<file path="config.mk">
export PLATFORM = sky130hd
export DESIGN_NAME = gray_seq_counter
export DESIGN_NICKNAME = d
export VERILOG_FILES = /design/src/rtl/proc_seq_pkg.sv /design/src/rtl/gray_seq_counter.sv
export SDC_FILE = /design/constraint.sdc
export NUM_CORES = 1
export LEC_CHECK = 0
export ABC_CLOCK_PERIOD_IN_PS = 1600
export BUFFER_PORTS_ARGS = -buffer_cell sky130_fd_sc_hd__buf_2
export CAP_MARGIN = 30
export CORE_AREA = 4 4 41 43
export CTS_CLUSTER_DIAMETER = 50
export DETAILED_ROUTE_END_ITERATION = 7
export DIE_AREA = 0 0 45 47
export PLACE_DENSITY_LB_ADDON = 0.12
export SLEW_MARGIN = 20
export SYNTH_ARGS = -nofsm -noshare
export SYNTH_HDL_FRONTEND = slang
export SYNTH_SLANG_ARGS = --single-unit
</file>
<file path="constraint.sdc">
create_clock -name clk -period 1.6 [get_ports clk]
set_input_delay 0.16 -clock clk [delete_from_list [all_inputs] [get_ports clk]]
set_output_delay 0.16 -clock clk [all_outputs]
set_load 0.02 [all_outputs]
</file>
<file path="src/rtl/proc_seq_pkg.sv">
// rtl/proc_seq_pkg.sv - shared Gray/binary helpers and processor stage codes
package proc_seq_pkg;

  localparam int SEQ_MAX_W = 16;

  // Processor 2-bit stage codes (Gray order: fetch -> decode -> exec -> wb)
  localparam logic [1:0] STG_FETCH  = 2'b00;
  localparam logic [1:0] STG_DECODE = 2'b01;
  localparam logic [1:0] STG_EXEC   = 2'b11;
  localparam logic [1:0] STG_WB     = 2'b10;

  function automatic logic [SEQ_MAX_W-1:0] bin2gray(input logic [SEQ_MAX_W-1:0] b);
    return b ^ (b >> 1);
  endfunction

  function automatic logic [SEQ_MAX_W-1:0] gray2bin(input logic [SEQ_MAX_W-1:0] g);
    logic [SEQ_MAX_W-1:0] b;
    b[SEQ_MAX_W-1] = g[SEQ_MAX_W-1];
    for (int i = SEQ_MAX_W - 2; i >= 0; i--) begin
      b[i] = b[i+1] ^ g[i];
    end
    return b;
  endfunction

endpackage

</file>
<file path="src/rtl/gray_seq_counter.sv">
// rtl/gray_seq_counter.sv - parametrised up/down Gray-code sequencer with load, tc and wrap
module gray_seq_counter
  import proc_seq_pkg::*;
#(
  parameter int WIDTH       = 2,
  parameter int RESET_VALUE = 0
) (
  input  logic             clk,
  input  logic             reset,
  input  logic             clk_en,
  input  logic             up_dn,
  input  logic             load,
  input  logic [WIDTH-1:0] load_val,
  output logic [WIDTH-1:0] gray_out,
  output logic [WIDTH-1:0] bin_out,
  output logic             tc,
  output logic             wrap
);

  localparam logic [WIDTH-1:0] RST_BIN  = WIDTH'(RESET_VALUE);
  localparam logic [WIDTH-1:0] RST_GRAY = RST_BIN ^ (RST_BIN >> 1);
  localparam logic [WIDTH-1:0] ONE      = WIDTH'(1);
  localparam logic [WIDTH-1:0] ALL_ONES = '1;
  localparam logic [WIDTH-1:0] ZERO     = '0;

  logic [WIDTH-1:0]     bin_q, bin_d;
  logic [WIDTH-1:0]     gray_q, gray_d;
  logic                 wrap_q, wrap_d;
  logic [SEQ_MAX_W-1:0] gray_full;

  assign tc = up_dn ? (bin_q == ALL_ONES) : (bin_q == ZERO);

  always_comb begin
    bin_d  = bin_q;
    wrap_d = 1'b0;
    if (load) begin
      bin_d = load_val;
    end else if (clk_en) begin
      bin_d  = up_dn ? (bin_q + ONE) : (bin_q - ONE);
      wrap_d = tc;
    end
  end

  // Gray is derived from the next binary index so both registers always agree
  assign gray_full = bin2gray(SEQ_MAX_W'(bin_d));
  assign gray_d    = gray_full[WIDTH-1:0];

  always_ff @(posedge clk or posedge reset) begin
    if (reset) begin
      bin_q  <= RST_BIN;
      gray_q <= RST_GRAY;
      wrap_q <= 1'b0;
    end else begin
      bin_q  <= bin_d;
      gray_q <= gray_d;
      wrap_q <= wrap_d;
    end
  end

  assign bin_out  = bin_q;
  assign gray_out = gray_q;
  assign wrap     = wrap_q;

endmodule

</file>
# Word-level counts from Yosys, hierarchy flattened

Cells that the tools add are included.

Bits in registers: 5
Word-level logic and storage cells: 14

Equality and inequality tests: 1
Muxes and demuxes: 6
Bitwise gates (word level): 1
Reductions and logical operators: 1
Add/sub/neg operators: 2

Operators with widths:

| operator                                                            | number |
|---|---|
| 2-bit 2-to-1 mux                                                    | 3 |
| 1-bit 2-to-1 mux                                                    | 3 |
| 2-bit by 1-bit adder with 2-bit output (second input constant)      | 1 |
| 2-bit equality test (second input constant)                         | 1 |
| 2-bit zero test                                                     | 1 |
| 2-bit by 1-bit subtractor with 2-bit output (second input constant) | 1 |
| 2-bit by 1-bit bitwise XOR with 2-bit output                        | 1 |

# Logic depth before layout (Yosys ltp)

Gate-level depths: netlist (run 1).

Depth after elaboration: 5
Gate-level depth with buffers: 4
Mapped depth without buffers: 4

# Worst setup path before layout (run 1)

No wires, ideal clock.

Path kind: flip-flop to flip-flop
From: register bin_q[0] (netlist: bin_out[0])
To: register gray_q[0] (netlist: gray_out[0])
Data arrival time: 1,371 ps
Library setup time: 79 ps
Slack: 150 ps
Cell stages (with the launch flop): 5
Buffers on the path: 0
Path through: dfrtp_1 > xor2_1 > or4b_1 > nand3_2 > xor2_1

Longest elaborated chain between the ends: 5
Elaborated cells between the ends (all ways): 6
Classes of those cells: 2 x add/sub; 3 x mux; 1 x bitwise

RTL lines:

| element                                                                                                      | line                   | text |
|---|---|---|
| start, declared                                                                                              | gray_seq_counter.sv:26 | `logic [WIDTH-1:0] bin_q, bin_d;` |
| start signal, assigned                                                                                       | gray_seq_counter.sv:54 | `bin_q <= bin_d;` |
| 2-bit by 1-bit subtractor with 2-bit output / 2-bit by 1-bit adder with 2-bit output (equally long branches) | gray_seq_counter.sv:39 | `bin_d = up_dn ? (bin_q + ONE) : (bin_q - ONE);` |
| 2-bit 2-to-1 mux *                                                                                           | gray_seq_counter.sv:39 |  |
| 2-bit 2-to-1 mux *                                                                                           | gray_seq_counter.sv:38 | `end else if (clk_en) begin` |
| 2-bit 2-to-1 mux *                                                                                           | gray_seq_counter.sv:36 | `if (load) begin` |
| net bin_d[1]                                                                                                 | gray_seq_counter.sv:26 |  |
| 2-bit by 1-bit bitwise XOR with 2-bit output *                                                               | proc_seq_pkg.sv:13     | `return b ^ (b >> 1);` |
| net gray_full[0]                                                                                             | gray_seq_counter.sv:29 | `logic [SEQ_MAX_W-1:0] gray_full;` |
| end signal, assigned                                                                                         | gray_seq_counter.sv:55 | `gray_q <= gray_d;` |
| end, declared                                                                                                | gray_seq_counter.sv:27 | `logic [WIDTH-1:0] gray_q, gray_d;` |

Mark *: on every way through the listed nets, which the timed path passes. The rest lies on a longest branch.

# Worst setup path in the final report (run 1)

From: register bin_q[0] (netlist: bin_out[0])
To: output tc

Longest elaborated chain between the ends: 2
Elaborated cells between the ends (all ways): 3
Classes of those cells: 1 x eq/ne; 1 x mux; 1 x reduce/logical

RTL lines:

| element                                                       | line                   | text |
|---|---|---|
| 2-bit equality test / 2-bit zero test (equally long branches) | gray_seq_counter.sv:31 | `assign tc = up_dn ? (bin_q == ALL_ONES) : (bin_q == ZERO);` |
| 1-bit 2-to-1 mux *                                            | gray_seq_counter.sv:31 |  |
| end, declared                                                 | gray_seq_counter.sv:16 | `output logic tc,` |

Mark *: on every way between the ends. The rest lies on a longest branch, timed or not.

==> run_summary.xml, run 1 <==
<?xml version="1.0" encoding="UTF-8"?>
<metrics>
  <group name="status">
    <metric name="run_status" unit="">complete, no violations</metric>
  </group>
  <group name="sta">
    <metric name="tns" unit="ns">0</metric>
    <metric name="final_hold_viol_count" unit="">0</metric>
    <metric name="finalMaxSlewViolations" unit="">0</metric>
    <metric name="worst_slew_pin_slew" unit="ns">0.2639</metric>
    <metric name="hold_ws" unit="ns">0.2067</metric>
    <metric name="rsz0062_at_grt" unit="">no</metric>
    <metric name="finClkSkew" unit="ns">0.001290</metric>
    <metric name="fmax" unit="MHz">649.9</metric>
    <metric name="timing.max_slew.rel_slack" unit="%">82.22</metric>
    <metric name="final-setup-viol-count" unit="">0</metric>
    <metric name="finalCriticalPeriod" unit="ns">1.539</metric>
    <metric name="fin_crit_sh" unit="%">96.17</metric>
  </group>
  <group name="pwr">
    <metric name="total_leakage_power" unit="uW">0.0001672</metric>
    <metric name="design_power_total" unit="uW">359.8</metric>
    <metric name="switching_share" unit="%">31.82</metric>
    <metric name="power_density" unit="nW/um^2">1128</metric>
    <metric name="p_seq_share" unit="%">37.2</metric>
    <metric name="combinational_power_share" unit="%">28.9</metric>
    <metric name="net-switching-power" unit="uW">114.5</metric>
    <metric name="internal_power" unit="uW">245.3</metric>
    <metric name="power.share.clock" unit="%">33.9</metric>
    <metric name="peakVddDrop" unit="V">0.0002213</metric>
  </group>
  <group name="finish">
    <metric name="design_area" unit="sq um">319.1</metric>
    <metric name="drive_gt1_share" unit="%">54.29</metric>
    <metric name="fillers" unit="">156</metric>
    <metric name="layout.cells.most_common_list" unit="">11 x sky130_fd_sc_hd__buf_2, 3 x sky130_fd_sc_hd__clkbuf_4</metric>
    <metric name="multi_input_area" unit="sq um">98.84</metric>
    <metric name="layout.cells.most_common" unit="">sky130_fd_sc_hd__buf_2</metric>
    <metric name="number_of_antenna_diodes" unit="">0</metric>
    <metric name="flow.area_growth_from_synthesis" unit="%">51.79</metric>
    <metric name="nets" unit="">44</metric>
    <metric name="regArea" unit="sq um">102.6</metric>
  </group>
  <group name="clock_network">
    <metric name="cts_tree" unit="">done</metric>
    <metric name="clk-insertion-delay-late" unit="ns">0.23</metric>
    <metric name="cts_htree_levels" unit="">1</metric>
    <metric name="cts-buffers-inserted" unit="">3</metric>
    <metric name="clock-root-buffer" unit="">sky130_fd_sc_hd__clkbuf_4</metric>
    <metric name="postCtsSetupRepairBufs" unit="">0</metric>
    <metric name="cts.reportedPaths.clkPinSlew" unit="ns">0.04</metric>
    <metric name="cts.sink_count" unit="">4</metric>
    <metric name="ctsLongestPathBuffers" unit="">2</metric>
  </group>
  <group name="setup_path">
    <metric name="cp_data_arrival_time" unit="ns">1.38</metric>
    <metric name="worst-r2r-setup-slack" unit="ns">0.19</metric>
    <metric name="regToRegEndpoint" unit="">gray_out[0]</metric>
    <metric name="cp_top_family" unit="">simple AND/OR/NAND/NOR gates</metric>
    <metric name="critical_path_class" unit="">reg2out</metric>
    <metric name="critPathMaxFanout" unit="">5</metric>
    <metric name="cp_data_required_time" unit="ns">1.44</metric>
    <metric name="setup.worst_path.end_class" unit="">output port</metric>
    <metric name="slowest_stage" unit="">sky130_fd_sc_hd__or3_2</metric>
    <metric name="cpPeakStageDelay" unit="ns">0.48</metric>
    <metric name="reg2reg_depth" unit="">4</metric>
    <metric name="startpoint_type" unit="">register</metric>
    <metric name="timing.critical_path.cells" unit="">or3_2, nand2_1, buf_4</metric>
    <metric name="crit-reg2reg-launch" unit="">bin_out[0]</metric>
    <metric name="cp.buffers_inverters" unit="">1</metric>
  </group>
  <group name="synthesis">
    <metric name="synth-adder-area-share" unit="%">0</metric>
    <metric name="syn_inst" unit="">20</metric>
    <metric name="syn_nets" unit="">27</metric>
    <metric name="syn_area_per_cell" unit="sq um">10.51</metric>
    <metric name="combinational_family_with_the_most_area_after_synthesis" unit="">simple AND/OR/NAND/NOR gates</metric>
    <metric name="yosys_register_bits" unit="">4</metric>
    <metric name="post_synth_instance_area" unit="sq um">210.2</metric>
    <metric name="synth-compound-area-share" unit="%">5.952</metric>
    <metric name="synth_sequential_area_ratio" unit="%">47.62</metric>
    <metric name="synth.mux.area_fraction" unit="%">0</metric>
    <metric name="synth-simple-area-share" unit="%">28.57</metric>
    <metric name="yosys_warnings" unit="">0</metric>
    <metric name="post_synth_xor_area_fraction" unit="%">12.50</metric>
    <metric name="yosys.cell_types.count" unit="">15</metric>
  </group>
  <group name="grt">
    <metric name="number_of_global_route_vias_before_repair" unit="">224</metric>
    <metric name="global_route.usage.total" unit="%">6.339</metric>
    <metric name="grt_first_pass_wirelength" unit="um">876</metric>
    <metric name="grt_start_max_net_pins" unit="">8</metric>
    <metric name="grt_antenna_before_repair" unit="">0</metric>
    <metric name="grt_overflow_total" unit="">0</metric>
  </group>
  <group name="min_path">
    <metric name="timing.hold.worst_path_depth" unit="">3</metric>
    <metric name="hp_class" unit="">in2reg</metric>
    <metric name="hold-path-endpoint" unit="">bin_out[0]</metric>
    <metric name="hold_path_startpoint" unit="">load_val[0]</metric>
  </group>
  <group name="floorplanning">
    <metric name="die_w" unit="um">45</metric>
    <metric name="rows" unit="">13</metric>
    <metric name="dieArea" unit="sq um">2115</metric>
    <metric name="start_util" unit="%">16.15</metric>
    <metric name="placeableCoreArea" unit="sq um">1301</metric>
    <metric name="floorplan.die.height" unit="um">47</metric>
    <metric name="ioPinCount" unit="">13</metric>
  </group>
  <group name="routing">
    <metric name="route.vias.total" unit="">197</metric>
    <metric name="routed_wl" unit="um">508</metric>
    <metric name="wire_per_inst" unit="um">10.16</metric>
    <metric name="drt_pre_antenna_iters" unit="">4</metric>
    <metric name="avgViaCountPerCell" unit="">3.940</metric>
    <metric name="ant_nets" unit="">0</metric>
    <metric name="detailedRoute.firstIterationViolations" unit="">3</metric>
    <metric name="drt_drc_violations_left" unit="">0</metric>
  </group>
  <group name="placed_design">
    <metric name="place_area" unit="sq um">281.5</metric>
    <metric name="port_buffers" unit="">12</metric>
    <metric name="place.gp.congestion" unit="">0.6475</metric>
  </group>
  <group name="flow_run">
    <metric name="max_capacitance_violation_total" unit="">0</metric>
  </group>
</metrics>
-- area by class of cell --
cell class                      count  share of cell area (%)
Sequential cell                     4                   32.16
Multi-Input combinational cell     14                   30.98
Timing Repair Buffer               13                   22.75
Clock buffer                        3                   7.059
Tap cell                           15                   5.882
Inverter                            1                   1.176
-- cell usage after synthesis --
| library cell | instances | area share, % |
|---|---|---|
| sky130_fd_sc_hd__xor2_1 | 2 | 8.3 |
| sky130_fd_sc_hd__nand3_2 | 1 | 4.8 |
| sky130_fd_sc_hd__nand2_1 | 2 | 3.6 |
| sky130_fd_sc_hd__nand3_1 | 1 | 2.4 |
| sky130_fd_sc_hd__inv_1 | 1 | 1.8 |
| sky130_fd_sc_hd__dfrtp_1 | 4 | 48 |
| sky130_fd_sc_hd__nand3b_1 | 1 | 3.6 |
| sky130_fd_sc_hd__and3b_1 | 1 | 4.2 |
| sky130_fd_sc_hd__o21ai_0 | 1 | 2.4 |
| sky130_fd_sc_hd__a22oi_1 | 1 | 3.6 |
| sky130_fd_sc_hd__nor2_1 | 1 | 1.8 |
| sky130_fd_sc_hd__or3_2 | 1 | 3.6 |
| sky130_fd_sc_hd__xnor2_1 | 1 | 4.2 |
| sky130_fd_sc_hd__or4b_1 | 1 | 4.8 |
| sky130_fd_sc_hd__buf_4 | 1 | 3.6 |
-- tightest hold or removal path, stage by stage --
cell and delay [ns]:
sky130_fd_sc_hd__buf_2 0.07, sky130_fd_sc_hd__nand2_1 0.04, sky130_fd_sc_hd__o21ai_0 0.11
-- per-layer routing --
metal,GRT usage [%],wire [um]
met1,6.422,204
met2,9.605,257
met3,0,47
met4,10.53,0
met5,0,0
-- per-stage QoR --
stage / setup WS (ns) / util [%] / std cells
2_1_floorplan: 0.1497 / - / 20
3_3_place_gp: 0.1803 / 21.63 / 46
3_5_place_dp: 0.1640 / 21.63 / 46
4_1_cts: 0.004046 / 24.13 / 50
5_1_grt: 0.01176 / 24.52 / 50
6_report: 0.06122 / 24.52 / 50
-- cells by family after synthesis --
group / count (synthesis)
and+or+nand+nor: 9
xor gates and xnor gates: 3
DFF: 4
AOI/OAI and AO/OA: 2
buffers and inverters: 2
-- power groups by stage --
stage                     clock network (uW)  registers, uW  logic [uW]
after floorplan                            0            151        48.1
after global placement                     0            133         102
after detailed placement                   0            134         102
after CTS                                130            133         104
after global routing                     133            138         115
final                                    122            134         104
-- worst max path at each step --
stage	cells past startpoint	slack [ns]	startpoint	endpoint
after floorplan	4	0.15	bin_out[0]	gray_out[0]
after global routing	3	0.01	bin_out[0]	tc
after detailed placement	4	0.16	bin_out[0]	gray_out[0]
final	3	0.06	bin_out[0]	tc
after global placement	4	0.18	bin_out[0]	gray_out[0]
after CTS	3	0.004	bin_out[0]	tc
-- sequential cells by signal (all words and copies together), names as in the netlist --
signal,count
wrap,1
gray_out,1
bin_out,2
-- timing repair --
| item | in CTS | in global routing |
|---|---|---|
| resized for setup | 0 | 3 |
| hold endpoints to repair | 4 | 0 |
| endpoints found under the setup margin | 0 | 1 |
| hold buffers | 1 | 0 |
(Power assumes the default switching activity.)
==> inputs of run 2 (changes only) <==
--- a/config.mk
+++ b/config.mk
@@ -13,7 +13,8 @@
 export DETAILED_ROUTE_END_ITERATION = 7
 export DIE_AREA = 0 0 45 47
 export PLACE_DENSITY_LB_ADDON = 0.12
-export SLEW_MARGIN = 20
+export RECOVER_POWER = 100
+export SLEW_MARGIN = 15
 export SYNTH_ARGS = -nofsm -noshare
 export SYNTH_HDL_FRONTEND = slang
 export SYNTH_SLANG_ARGS = --single-unit
==> run_summary.xml, run 2 (synthesis results as in run 1) <==
<?xml version="1.0" encoding="UTF-8"?>
<metrics>
  <group name="sta">
    <metric name="finClkSkew" unit="ns">0.001324</metric>
    <metric name="fmax" unit="MHz">648.8</metric>
    <metric name="finalMaxSlewViolations" unit="">0</metric>
    <metric name="rsz0062_at_grt" unit="">no</metric>
    <metric name="tns" unit="ns">0</metric>
    <metric name="final_hold_viol_count" unit="">0</metric>
    <metric name="final.setup.worst_slack" unit="ns">0.05870</metric>
    <metric name="timing.max_slew.rel_slack" unit="%">82.25</metric>
    <metric name="worst_slew_pin_slew" unit="ns">0.2635</metric>
    <metric name="hold_ws" unit="ns">0.2058</metric>
    <metric name="finalCriticalPeriod" unit="ns">1.541</metric>
    <metric name="final-setup-viol-count" unit="">0</metric>
    <metric name="fin_crit_sh" unit="%">96.33</metric>
  </group>
  <group name="clock_network">
    <metric name="clk-insertion-delay-late" unit="ns">0.23</metric>
    <metric name="cts_htree_levels" unit="">1</metric>
    <metric name="postCtsSetupRepairBufs" unit="">0</metric>
    <metric name="clock-root-buffer" unit="">sky130_fd_sc_hd__clkbuf_4</metric>
    <metric name="cts.sink_count" unit="">4</metric>
    <metric name="cts-buffers-inserted" unit="">3</metric>
    <metric name="ctsLongestPathBuffers" unit="">2</metric>
    <metric name="cts.reportedPaths.clkPinSlew" unit="ns">0.03</metric>
    <metric name="cts_tree" unit="">done</metric>
  </group>
  <group name="routing">
    <metric name="route.vias.total" unit="">197</metric>
    <metric name="ant_nets" unit="">0</metric>
    <metric name="detailedRoute.firstIterationViolations" unit="">3</metric>
    <metric name="drt_drc_violations_left" unit="">0</metric>
    <metric name="routed_wl" unit="um">515</metric>
    <metric name="avgViaCountPerCell" unit="">3.940</metric>
    <metric name="drt_pre_antenna_iters" unit="">4</metric>
    <metric name="wire_per_inst" unit="um">10.30</metric>
  </group>
  <group name="placed_design">
    <metric name="place.gp.congestion" unit="">0.6475</metric>
    <metric name="dpl_worst_slack" unit="ns">0.1640</metric>
    <metric name="place_area" unit="sq um">281.5</metric>
    <metric name="port_buffers" unit="">12</metric>
  </group>
  <group name="flow_run">
    <metric name="max_capacitance_violation_total" unit="">0</metric>
  </group>
  <group name="finish">
    <metric name="nets" unit="">44</metric>
    <metric name="layout.cells.most_common_list" unit="">7 x sky130_fd_sc_hd__buf_2, 4 x sky130_fd_sc_hd__clkbuf_1, 3 x sky130_fd_sc_hd__clkbuf_4</metric>
    <metric name="layout.cells.most_common" unit="">sky130_fd_sc_hd__buf_2</metric>
    <metric name="largest_register_ff_count" unit="">2</metric>
    <metric name="design_area" unit="sq um">309.0</metric>
    <metric name="number_of_antenna_diodes" unit="">0</metric>
    <metric name="flow.area_growth_from_synthesis" unit="%">47.02</metric>
    <metric name="drive_gt1_share" unit="%">40.00</metric>
  </group>
  <group name="status">
    <metric name="run_status" unit="">complete, no violations</metric>
  </group>
  <group name="setup_path">
    <metric name="setup.worst_path.end_class" unit="">output port</metric>
    <metric name="regToRegEndpoint" unit="">gray_out[0]</metric>
    <metric name="reg2reg_depth" unit="">4</metric>
    <metric name="crit-reg2reg-launch" unit="">bin_out[0]</metric>
    <metric name="cp_data_required_time" unit="ns">1.44</metric>
    <metric name="worst-r2r-setup-slack" unit="ns">0.17</metric>
    <metric name="cp_data_arrival_time" unit="ns">1.38</metric>
    <metric name="critical_path_class" unit="">reg2out</metric>
    <metric name="startpoint_type" unit="">register</metric>
    <metric name="critPathMaxFanout" unit="">5</metric>
  </group>
  <group name="pwr">
    <metric name="total_leakage_power" unit="uW">0.0001502</metric>
    <metric name="peakVddDrop" unit="V">0.0002171</metric>
    <metric name="power_density" unit="nW/um^2">1146</metric>
  </group>
  <group name="grt">
    <metric name="grt_start_max_net_pins" unit="">8</metric>
    <metric name="global_route.usage.total" unit="%">6.339</metric>
    <metric name="grt_antenna_before_repair" unit="">0</metric>
    <metric name="grt_overflow_total" unit="">0</metric>
    <metric name="grt_first_pass_wirelength" unit="um">876</metric>
    <metric name="number_of_global_route_vias_before_repair" unit="">224</metric>
  </group>
  <group name="floorplanning">
    <metric name="rows" unit="">13</metric>
    <metric name="start_util" unit="%">16.15</metric>
    <metric name="dieArea" unit="sq um">2115</metric>
    <metric name="die_w" unit="um">45</metric>
    <metric name="placeableCoreArea" unit="sq um">1301</metric>
    <metric name="floorplan.die.height" unit="um">47</metric>
    <metric name="ioPinCount" unit="">13</metric>
  </group>
  <group name="min_path">
    <metric name="hold-path-endpoint" unit="">bin_out[0]</metric>
    <metric name="timing.hold.worst_path_depth" unit="">3</metric>
    <metric name="hp_class" unit="">in2reg</metric>
    <metric name="hold_path_startpoint" unit="">load_val[0]</metric>
  </group>
</metrics>
==> run 2: cell count changes in the layout (fill, tap and decap cells not counted), sizes merged <==
cell / before / now
buf: 12 / 8
clkbuf: 3 / 7
==> run 2: through the flow <==
step,util (%),total power (uW),std cells
finish,23.75,354.2,50
global route,23.75,380.6,50
CTS,24.13,367.5,50
detailed placement,21.63,236.3,46
global placement,21.63,234.6,46
floorplan,-,199.6,20
==> run 2: layout make-up <==
cell class	count	area (sq um)
flip-flops and latches	4	102.6
clock buffers	3	22.52
inverters	1	3.754
fillers	161	992.2
multi-input cells	14	93.84
repair buffers	13	67.56
well taps	15	18.77
==> run 2: routing by layer <==
metal / GRT usage, % / share of wire [%] / vias to the layer above
met5: 0 / 0 / -
met4: 10.53 / 0 / 0
met3: 0 / 9.9 / 0
met2: 9.605 / 50 / 10
met1: 6.422 / 40 / 87
li1: - / - / 100
==> run 2: worst max-delay path, stage by stage (launching register included) <==
cell and delay (ns):
sky130_fd_sc_hd__dfrtp_2 0.44, sky130_fd_sc_hd__or3_2 0.48, sky130_fd_sc_hd__nand2_1 0.10, sky130_fd_sc_hd__buf_4 0.14
==> run 2: power by group <==
part           leakage [uW]  internal (uW)  total [uW]  switching, uW
logic             0.0000893           37.3        97.7           60.4
registers         0.0000472            119         135           15.7
clock network     0.0000138           83.7         122           38.2
total              0.000150            240         354            114
==> run 2: how the worst max path moves through the flow <==
| stage | startpoint | to | cells after the start |
|---|---|---|---|
| 2_1_floorplan | bin_out[0] | gray_out[0] | 4 |
| 3_3_place_gp | bin_out[0] | gray_out[0] | 4 |
| 3_5_place_dp | bin_out[0] | gray_out[0] | 4 |
| 4_1_cts | bin_out[0] | tc | 3 |
| 5_1_grt | bin_out[0] | tc | 3 |
| 6_report | bin_out[0] | tc | 3 |
==> run 2: repair_timing <==
item / in CTS / in global routing
setup endpoints to repair: 0 / 1
hold endpoints to repair: 4 / 0
hold buffers: 1 / 0
gates resized for setup: 0 / 3
